$ cat src/rtl/mc_ctrl_pkg.sv
// Shared encodings for the multicycle RV32I controller: FSM states, opcodes and datapath select codes.
// MC_CTRL_EXT_EN adds the lui immediate type to the ImmSrc helper.
package mc_ctrl_pkg;

  typedef enum logic [3:0] {
    S_FETCH, S_DECODE, S_MEMADR, S_MEMREAD, S_MEMWB, S_MEMWRITE, S_EXECUTER, S_EXECUTEI,
    S_JAL, S_ALUWB, S_BEQ, S_ILLEGAL, S_LUI, S_JALR, S_JALR2
  } state_t;

  localparam logic [6:0] OP_LOAD   = 7'b0000011;
  localparam logic [6:0] OP_STORE  = 7'b0100011;
  localparam logic [6:0] OP_RTYPE  = 7'b0110011;
  localparam logic [6:0] OP_ITYPE  = 7'b0010011;
  localparam logic [6:0] OP_JAL    = 7'b1101111;
  localparam logic [6:0] OP_BRANCH = 7'b1100011;
  localparam logic [6:0] OP_LUI    = 7'b0110111;
  localparam logic [6:0] OP_JALR   = 7'b1100111;

  localparam logic [1:0] ALUOP_ADD   = 2'b00;
  localparam logic [1:0] ALUOP_SUB   = 2'b01;
  localparam logic [1:0] ALUOP_FUNCT = 2'b10;

  localparam logic [2:0] ALU_ADD = 3'd0;
  localparam logic [2:0] ALU_SUB = 3'd1;
  localparam logic [2:0] ALU_AND = 3'd2;
  localparam logic [2:0] ALU_OR  = 3'd3;
  localparam logic [2:0] ALU_SLT = 3'd5;

  localparam logic [1:0] RES_ALUOUT    = 2'b00;
  localparam logic [1:0] RES_DATA      = 2'b01;
  localparam logic [1:0] RES_ALURESULT = 2'b10;

  localparam logic [1:0] SRCA_PC    = 2'b00;
  localparam logic [1:0] SRCA_OLDPC = 2'b01;
  localparam logic [1:0] SRCA_RS1   = 2'b10;
  localparam logic [1:0] SRCA_ZERO  = 2'b11;

  localparam logic [1:0] SRCB_RS2  = 2'b00;
  localparam logic [1:0] SRCB_IMM  = 2'b01;
  localparam logic [1:0] SRCB_FOUR = 2'b10;

  localparam logic [2:0] IMM_I = 3'd0;
  localparam logic [2:0] IMM_S = 3'd1;
  localparam logic [2:0] IMM_B = 3'd2;
  localparam logic [2:0] IMM_J = 3'd3;
  localparam logic [2:0] IMM_U = 3'd4;

  // Immediate format depends only on the opcode, so it is valid from DECODE onward.
  function automatic logic [2:0] imm_src_of(input logic [6:0] op);
    logic [2:0] imm;
    imm = IMM_I;
    case (op)
      OP_STORE:  imm = IMM_S;
      OP_BRANCH: imm = IMM_B;
      OP_JAL:    imm = IMM_J;
`ifdef MC_CTRL_EXT_EN
      OP_LUI:    imm = IMM_U;
`endif
      default:   imm = IMM_I;
    endcase
    return imm;
  endfunction

endpackage

$ cat src/rtl/mc_alu_decoder.sv
// Combinational ALUOp/funct to ALUControl decode for the multicycle controller.
module mc_alu_decoder
  import mc_ctrl_pkg::*;
#(
  parameter int ALU_CTRL_W = 3
) (
  input  logic [1:0]            i_alu_op,
  input  logic [2:0]            i_funct3,
  input  logic                  i_op5,
  input  logic                  i_funct7b5,
  output logic [ALU_CTRL_W-1:0] o_alu_control
);

  logic [2:0] w_ctrl;

  always_comb begin
    w_ctrl = ALU_ADD;
    case (i_alu_op)
      ALUOP_ADD: w_ctrl = ALU_ADD;
      ALUOP_SUB: w_ctrl = ALU_SUB;
      default: begin
        case (i_funct3)
          // Only R-type (op[5]=1) may subtract; addi with instr[30] set is still an add.
          3'b000:  w_ctrl = (i_op5 & i_funct7b5) ? ALU_SUB : ALU_ADD;
          3'b010:  w_ctrl = ALU_SLT;
          3'b110:  w_ctrl = ALU_OR;
          3'b111:  w_ctrl = ALU_AND;
          default: w_ctrl = ALU_ADD;
        endcase
      end
    endcase
  end

  assign o_alu_control = ALU_CTRL_W'(w_ctrl);

endmodule

$ cat src/rtl/multicycle_control_unit.sv
// Multicycle RV32I control FSM with memory handshake, retired-instruction counter and sticky illegal flag.
// Define MC_CTRL_EXT_EN to add lui, jalr and bne support.
module multicycle_control_unit
  import mc_ctrl_pkg::*;
#(
  parameter int ALU_CTRL_W = 3,
  parameter int IMM_SRC_W  = 2,
  parameter int CNT_W      = 32,
  parameter int MEM_HS     = 1
) (
  input  logic                  clk,
  input  logic                  rst_n,
  input  logic [6:0]            op,
  input  logic [2:0]            funct3,
  input  logic                  funct7b5,
  input  logic                  zero,
  input  logic                  mem_ready,
  output logic                  PCWrite,
  output logic                  AdrSrc,
  output logic                  MemWrite,
  output logic                  IRWrite,
  output logic                  RegWrite,
  output logic [1:0]            ResultSrc,
  output logic [1:0]            ALUSrcA,
  output logic [1:0]            ALUSrcB,
  output logic [IMM_SRC_W-1:0]  ImmSrc,
  output logic [ALU_CTRL_W-1:0] ALUControl,
  output logic                  instr_done,
  output logic [CNT_W-1:0]      instret,
  output logic                  illegal
);

  generate
    if (ALU_CTRL_W < 3) begin : g_bad_alu_w
      $error("ALU_CTRL_W must be at least 3");
    end
`ifdef MC_CTRL_EXT_EN
    if (IMM_SRC_W < 3) begin : g_bad_imm_w
      $error("IMM_SRC_W must be at least 3 to encode the U immediate");
    end
`endif
  endgenerate

  state_t           r_state, w_state_next;
  logic [CNT_W-1:0] r_instret;
  logic             r_illegal;

  logic       w_ready, w_taken;
  logic       w_adr_src, w_mem_write, w_ir_write, w_reg_write;
  logic       w_pc_update, w_branch, w_instr_done;
  logic [1:0] w_result_src, w_src_a, w_src_b, w_alu_op;

  assign w_ready = (MEM_HS == 0) ? 1'b1 : mem_ready;

`ifdef MC_CTRL_EXT_EN
  assign w_taken = (funct3 == 3'b001) ? ~zero : zero;
`else
  assign w_taken = zero;
`endif

  always_ff @(posedge clk or negedge rst_n) begin
    if (!rst_n) begin
      r_state   <= S_FETCH;
      r_instret <= '0;
      r_illegal <= 1'b0;
    end else begin
      r_state <= w_state_next;
      if (w_instr_done) r_instret <= r_instret + CNT_W'(1);
      if (w_state_next == S_ILLEGAL) r_illegal <= 1'b1;
    end
  end

  always_comb begin
    w_state_next = r_state;
    w_adr_src    = 1'b0;
    w_mem_write  = 1'b0;
    w_ir_write   = 1'b0;
    w_reg_write  = 1'b0;
    w_pc_update  = 1'b0;
    w_branch     = 1'b0;
    w_instr_done = 1'b0;
    w_result_src = RES_ALUOUT;
    w_src_a      = SRCA_PC;
    w_src_b      = SRCB_RS2;
    w_alu_op     = ALUOP_ADD;
    case (r_state)
      S_FETCH: begin
        w_src_b      = SRCB_FOUR;
        w_result_src = RES_ALURESULT;
        w_ir_write   = w_ready;
        w_pc_update  = w_ready;
        if (w_ready) w_state_next = S_DECODE;
      end
      S_DECODE: begin
        // ALU precomputes the branch target into ALUOut while the opcode is decoded.
        w_src_a = SRCA_OLDPC;
        w_src_b = SRCB_IMM;
        case (op)
          OP_LOAD, OP_STORE: w_state_next = S_MEMADR;
          OP_RTYPE:          w_state_next = S_EXECUTER;
          OP_ITYPE:          w_state_next = S_EXECUTEI;
          OP_JAL:            w_state_next = S_JAL;
          OP_BRANCH:         w_state_next = S_BEQ;
`ifdef MC_CTRL_EXT_EN
          OP_LUI:            w_state_next = S_LUI;
          OP_JALR:           w_state_next = S_JALR;
`endif
          default:           w_state_next = S_ILLEGAL;
        endcase
      end
      S_MEMADR: begin
        w_src_a      = SRCA_RS1;
        w_src_b      = SRCB_IMM;
        w_state_next = (op == OP_LOAD) ? S_MEMREAD : S_MEMWRITE;
      end
      S_MEMREAD: begin
        w_adr_src = 1'b1;
        if (w_ready) w_state_next = S_MEMWB;
      end
      S_MEMWB: begin
        w_result_src = RES_DATA;
        w_reg_write  = 1'b1;
        w_instr_done = 1'b1;
        w_state_next = S_FETCH;
      end
      S_MEMWRITE: begin
        w_adr_src    = 1'b1;
        w_mem_write  = 1'b1;
        w_instr_done = w_ready;
        if (w_ready) w_state_next = S_FETCH;
      end
      S_EXECUTER: begin
        w_src_a      = SRCA_RS1;
        w_alu_op     = ALUOP_FUNCT;
        w_state_next = S_ALUWB;
      end
      S_EXECUTEI: begin
        w_src_a      = SRCA_RS1;
        w_src_b      = SRCB_IMM;
        w_alu_op     = ALUOP_FUNCT;
        w_state_next = S_ALUWB;
      end
      S_JAL: begin
        w_src_a      = SRCA_OLDPC;
        w_src_b      = SRCB_FOUR;
        w_pc_update  = 1'b1;
        w_state_next = S_ALUWB;
      end
      S_ALUWB: begin
        w_reg_write  = 1'b1;
        w_instr_done = 1'b1;
        w_state_next = S_FETCH;
      end
      S_BEQ: begin
        w_src_a      = SRCA_RS1;
        w_alu_op     = ALUOP_SUB;
        w_branch     = 1'b1;
        w_instr_done = 1'b1;
        w_state_next = S_FETCH;
      end
`ifdef MC_CTRL_EXT_EN
      S_LUI: begin
        w_src_a      = SRCA_ZERO;
        w_src_b      = SRCB_IMM;
        w_state_next = S_ALUWB;
      end
      S_JALR: begin
        w_src_a      = SRCA_RS1;
        w_src_b      = SRCB_IMM;
        w_result_src = RES_ALURESULT;
        w_pc_update  = 1'b1;
        w_state_next = S_JALR2;
      end
      S_JALR2: begin
        w_src_a      = SRCA_OLDPC;
        w_src_b      = SRCB_FOUR;
        w_state_next = S_ALUWB;
      end
`endif
      S_ILLEGAL: w_state_next = S_ILLEGAL;
      default:   w_state_next = S_FETCH;
    endcase
  end

  mc_alu_decoder #(
    .ALU_CTRL_W(ALU_CTRL_W)
  ) u_alu_decoder (
    .i_alu_op     (w_alu_op),
    .i_funct3     (funct3),
    .i_op5        (op[5]),
    .i_funct7b5   (funct7b5),
    .o_alu_control(ALUControl)
  );

  // Write enables are held off combinationally for the whole time reset is asserted.
  assign PCWrite    = rst_n & ((w_branch & w_taken) | w_pc_update);
  assign IRWrite    = rst_n & w_ir_write;
  assign RegWrite   = rst_n & w_reg_write;
  assign MemWrite   = rst_n & w_mem_write;
  assign AdrSrc     = w_adr_src;
  assign ResultSrc  = w_result_src;
  assign ALUSrcA    = w_src_a;
  assign ALUSrcB    = w_src_b;
  assign ImmSrc     = IMM_SRC_W'(imm_src_of(op));
  assign instr_done = w_instr_done;
  assign instret    = r_instret;
  assign illegal    = r_illegal;

endmodule

$ cat config.mk
export PLATFORM = sky130hd
export DESIGN_NAME = multicycle_control_unit
export DESIGN_NICKNAME = d
export VERILOG_FILES = /design/src/rtl/mc_ctrl_pkg.sv /design/src/rtl/mc_alu_decoder.sv /design/src/rtl/multicycle_control_unit.sv
export SDC_FILE = /design/constraint.sdc
export NUM_CORES = 1
export LEC_CHECK = 0
export CORE_UTILIZATION = 53
export CTS_BUF_LIST = sky130_fd_sc_hd__clkbuf_4
export CTS_CLUSTER_DIAMETER = 80
export DETAILED_ROUTE_END_ITERATION = 10
export GPL_TIMING_DRIVEN = 0
export PLACE_DENSITY_LB_ADDON = 0.25
export SLEW_MARGIN = 20
export SYNTH_ARGS = -nofsm -noshare
export SYNTH_HDL_FRONTEND = slang
export SYNTH_HIERARCHICAL = 1
export SYNTH_SLANG_ARGS = --single-unit
$ cat constraint.sdc
create_clock -name clk -period 2.87 [get_ports clk]
set_input_delay 0.574 -clock clk [delete_from_list [all_inputs] [get_ports clk]]
set_output_delay 0.574 -clock clk [all_outputs]
set_load 0.02 [all_outputs]
==> results.json <==
{
  "p_leak_nw": 1.47,
  "drcViolationCount": 0,
  "dp_hpwl_um": 3860,
  "antenna_left": 0,
  "numClockSinks": 37,
  "worstMarginPinSlew_ns": 0.509,
  "max-cap-violations": 0,
  "layout-drive-gt1-share": 0.104,
  "post-synth-top-count-cell": "dfrtp_1",
  "cts_max_level": 2,
  "cts_inserted_buffers": 5,
  "synth_nets": 243,
  "timing.rr.start": "r_state[0]",
  "yosys.area_share.xor_xnor": 0.133,
  "synth_top_family_by_area": "simple AND/OR/NAND/NOR gates",
  "rrSetupSlack_ns": 0.89,
  "status": "complete, no violations",
  "cp_slowest_stage_delay_ns": 0.40,
  "synth_compound_area_frac": 0.0714,
  "startpoint_type": "register",
  "cts_hold_buf": 0,
  "synth_area_leaders": "dfrtp_1 41%, xor2_1 11%, nor4_1 4.2%",
  "path_clk_slew_ns": 0.11,
  "synth_top_cells_by_count": "37 x dfrtp_1, 28 x xor2_1, 15 x nor3_1, 15 x nor4_1, 14 x nand2_1",
  "port_buffers": 64,
  "core-area_um2": 4030,
  "crit_type": "reg2out",
  "skew_ns": 0.0101,
  "crit_slowest_cell": "dfrtp_1",
  "grt_pass1_wl_um": 8770,
  "synthFlopType": "dfrtp_1",
  "peakVddDrop_mv": 0.619,
  "path_max_fanout": 19,
  "synth_area_per_cell_um2": 9.88,
  "cp.required_ns": 2.30,
  "synthAdderAreaFrac": 0.00558,
  "synth.cell_area_um2": 2240,
  "fillers": 312,
  "yosys.area.top_type": "dfrtp_1",
  "relSlewSlack": 0.661,
  "clock-root-buffer": "clkbuf_4",
  "ys_ff_latch": 37,
  "post-route-min-period_ns": 2.73,
  "synth_edf_count": 0,
  "layout.nets": 315,
  "drt-initial-drc-count": 94,
  "synthSimpleGateAreaFrac": 0.320,
  "place_ws_ns": -0.533,
  "final_cells": 349,
  "antenna_found_initial": 0,
  "grt-ovfl-total": 0,
  "syn_inst": 227,
  "die_area_um2": 4500,
  "drt_wl_total_um": 5420,
  "start_util": 0.557,
  "drv_slew": 0,
  "grt_max_degree": 27,
  "place_inst": 342,
  "clk_latency_ns": 0.34,
  "synth_top_cell_area_share": 0.413,
  "grt_pass1_vias": 1856,
  "hold_viol_final": 0,
  "async_reset_ff_frac": 1.00,
  "clk_path_buf_depth": 2,
  "ff2ff_path_depth": 6,
  "min_path_type": "in2async",
  "die_width_um": 67.1,
  "power_density_nw_per_um2": 696,
  "rows": 23,
  "max_freq_mhz": 367,
  "vias": 2006,
  "finalWorstSetupSlack_ns": 0.144,
  "area_delta_synth_final_pct": 35.4,
  "rsz0062_at_grt": "false",
  "worstPathArrival_ns": 2.15,
  "ys_warn_count": 6,
  "drt_first_pass_iters": 4,
  "fin_crit_sh": 0.950,
  "grtUsageTotal": 0.260,
  "synthMuxAreaShare": 0.0139,
  "place.gp.congestion": 0.807,
  "total_power_mw": 2.11,
  "worstSetupEndpointType": "output pin",
  "avgViaCountPerCell": 5.75,
  "final_util": 0.754,
  "post_drt_wl_per_cell_um": 15.5,
  "r2r_end": "instret[29]",
  "finalSetupViolations": 0,
  "crit_chain": "buf_4, and4bb_4, nor4_4, buf_6, inv_1, dlygate4sd2_1",
  "io_pins": 65,
  "fin_tns_setup_ns": 0,
  "cts_tree": "built",
  "fp.dieH_um": 67.1,
  "antenna_cells": 0,
  "yosysUniqueCellTypes": 49,
  "yosysSeqAreaShare": 0.413
}
layout make-up:
type	count	area, um^2	share of cell area
Multi-Input combinational cell	169	1220	0.403
Sequential cell	37	927	0.305
Timing Repair Buffer	66	673	0.222
Buffer	14	78.8	0.0260
Tap cell	50	62.6	0.0206
Clock buffer	6	45.0	0.0148
Inverter	6	22.5	0.00742
Clock inverter	1	3.75	0.00124
flip-flops by register name (all words and copies together) (netlist names):
signal   flops
instret     32
r_state      4
illegal      1
stage by stage:
stage / area (um^2) / hold WS (ns)
after global placement: 2950 / 0.460
after CTS: 3030 / 0.153
after floorplan: 2240 / 0.278
final: 3040 / 0.148
after detailed placement: 2970 / 0.458
after global routing: 3040 / 0.160
routing by layer:
layer,routed length (um),part of all wire,track usage
met3,289,0.053,0.0634
met5,0,0,0
met4,43,0.0079,0.0718
met1,2560,0.47,0.360
met2,2530,0.47,0.401
timing repair:
item / in CTS / in global routing
pin swaps: 1 / 0
buffers inserted: 1 / 0
gates resized for setup: 13 / 5
setup endpoints to repair: 10 / 5
cell usage in the layout (no fill, tap or decap), drive strengths merged, types with 2 or more instances in the layout:
master and n:
and4b 3, mux2i 2, nor2 8, o211ai 2
nand2b 3, nor3b 3, xnor2 6, and4 5
inv 6, and4bb 3, a211oi 2, and2 3
xor2 28, and3 5, nand4 6, nand2 14
dlymetal6s2s 4, nand3 11, nand3b 2, nor2b 7
dlygate4sd2 6, nor4 16, clkbuf 14, nor4b 4
o21ai 2, dfrtp 37, nor3 15, clkdlybuf4s50 53
buf 9, a21oi 3, or4b 2
critical path: cells and delay by family (launching register included):
kind	cells	cell delay [ns]
flops	1	0.40
simple gates	2	0.60
buf+inv	4	0.81
kinds of logic after synthesis:
logic type      Yosys count
simple gates            112
flops                    37
xor+xnor                 34
buf+inv                  21
compound gates           19
mux                       3
fa+ha+maj                 1
how the worst max path moves through the flow:
stage | from | endpoint | cells past startpoint | slack, ns
after floorplan | r_state[1] | IRWrite | 4 | 0.51
after global placement | rst_n | PCWrite | 4 | -1.06
after detailed placement | mem_ready | instr_done | 6 | -0.53
after CTS | r_state[2] | MemWrite | 5 | 0.009
after global routing | r_state[3] | ALUControl[2] | 6 | 0.03
final | r_state[0] | instr_done | 6 | 0.14
power breakdown:
part           switching (mW)  total, mW  internal, mW
Combinational           0.624       1.15         0.529
Sequential             0.0943      0.689         0.594
Clock                   0.172      0.270        0.0986
Total                   0.890       2.11          1.22
No activity file was read; power rests on OpenSTA's default activity.
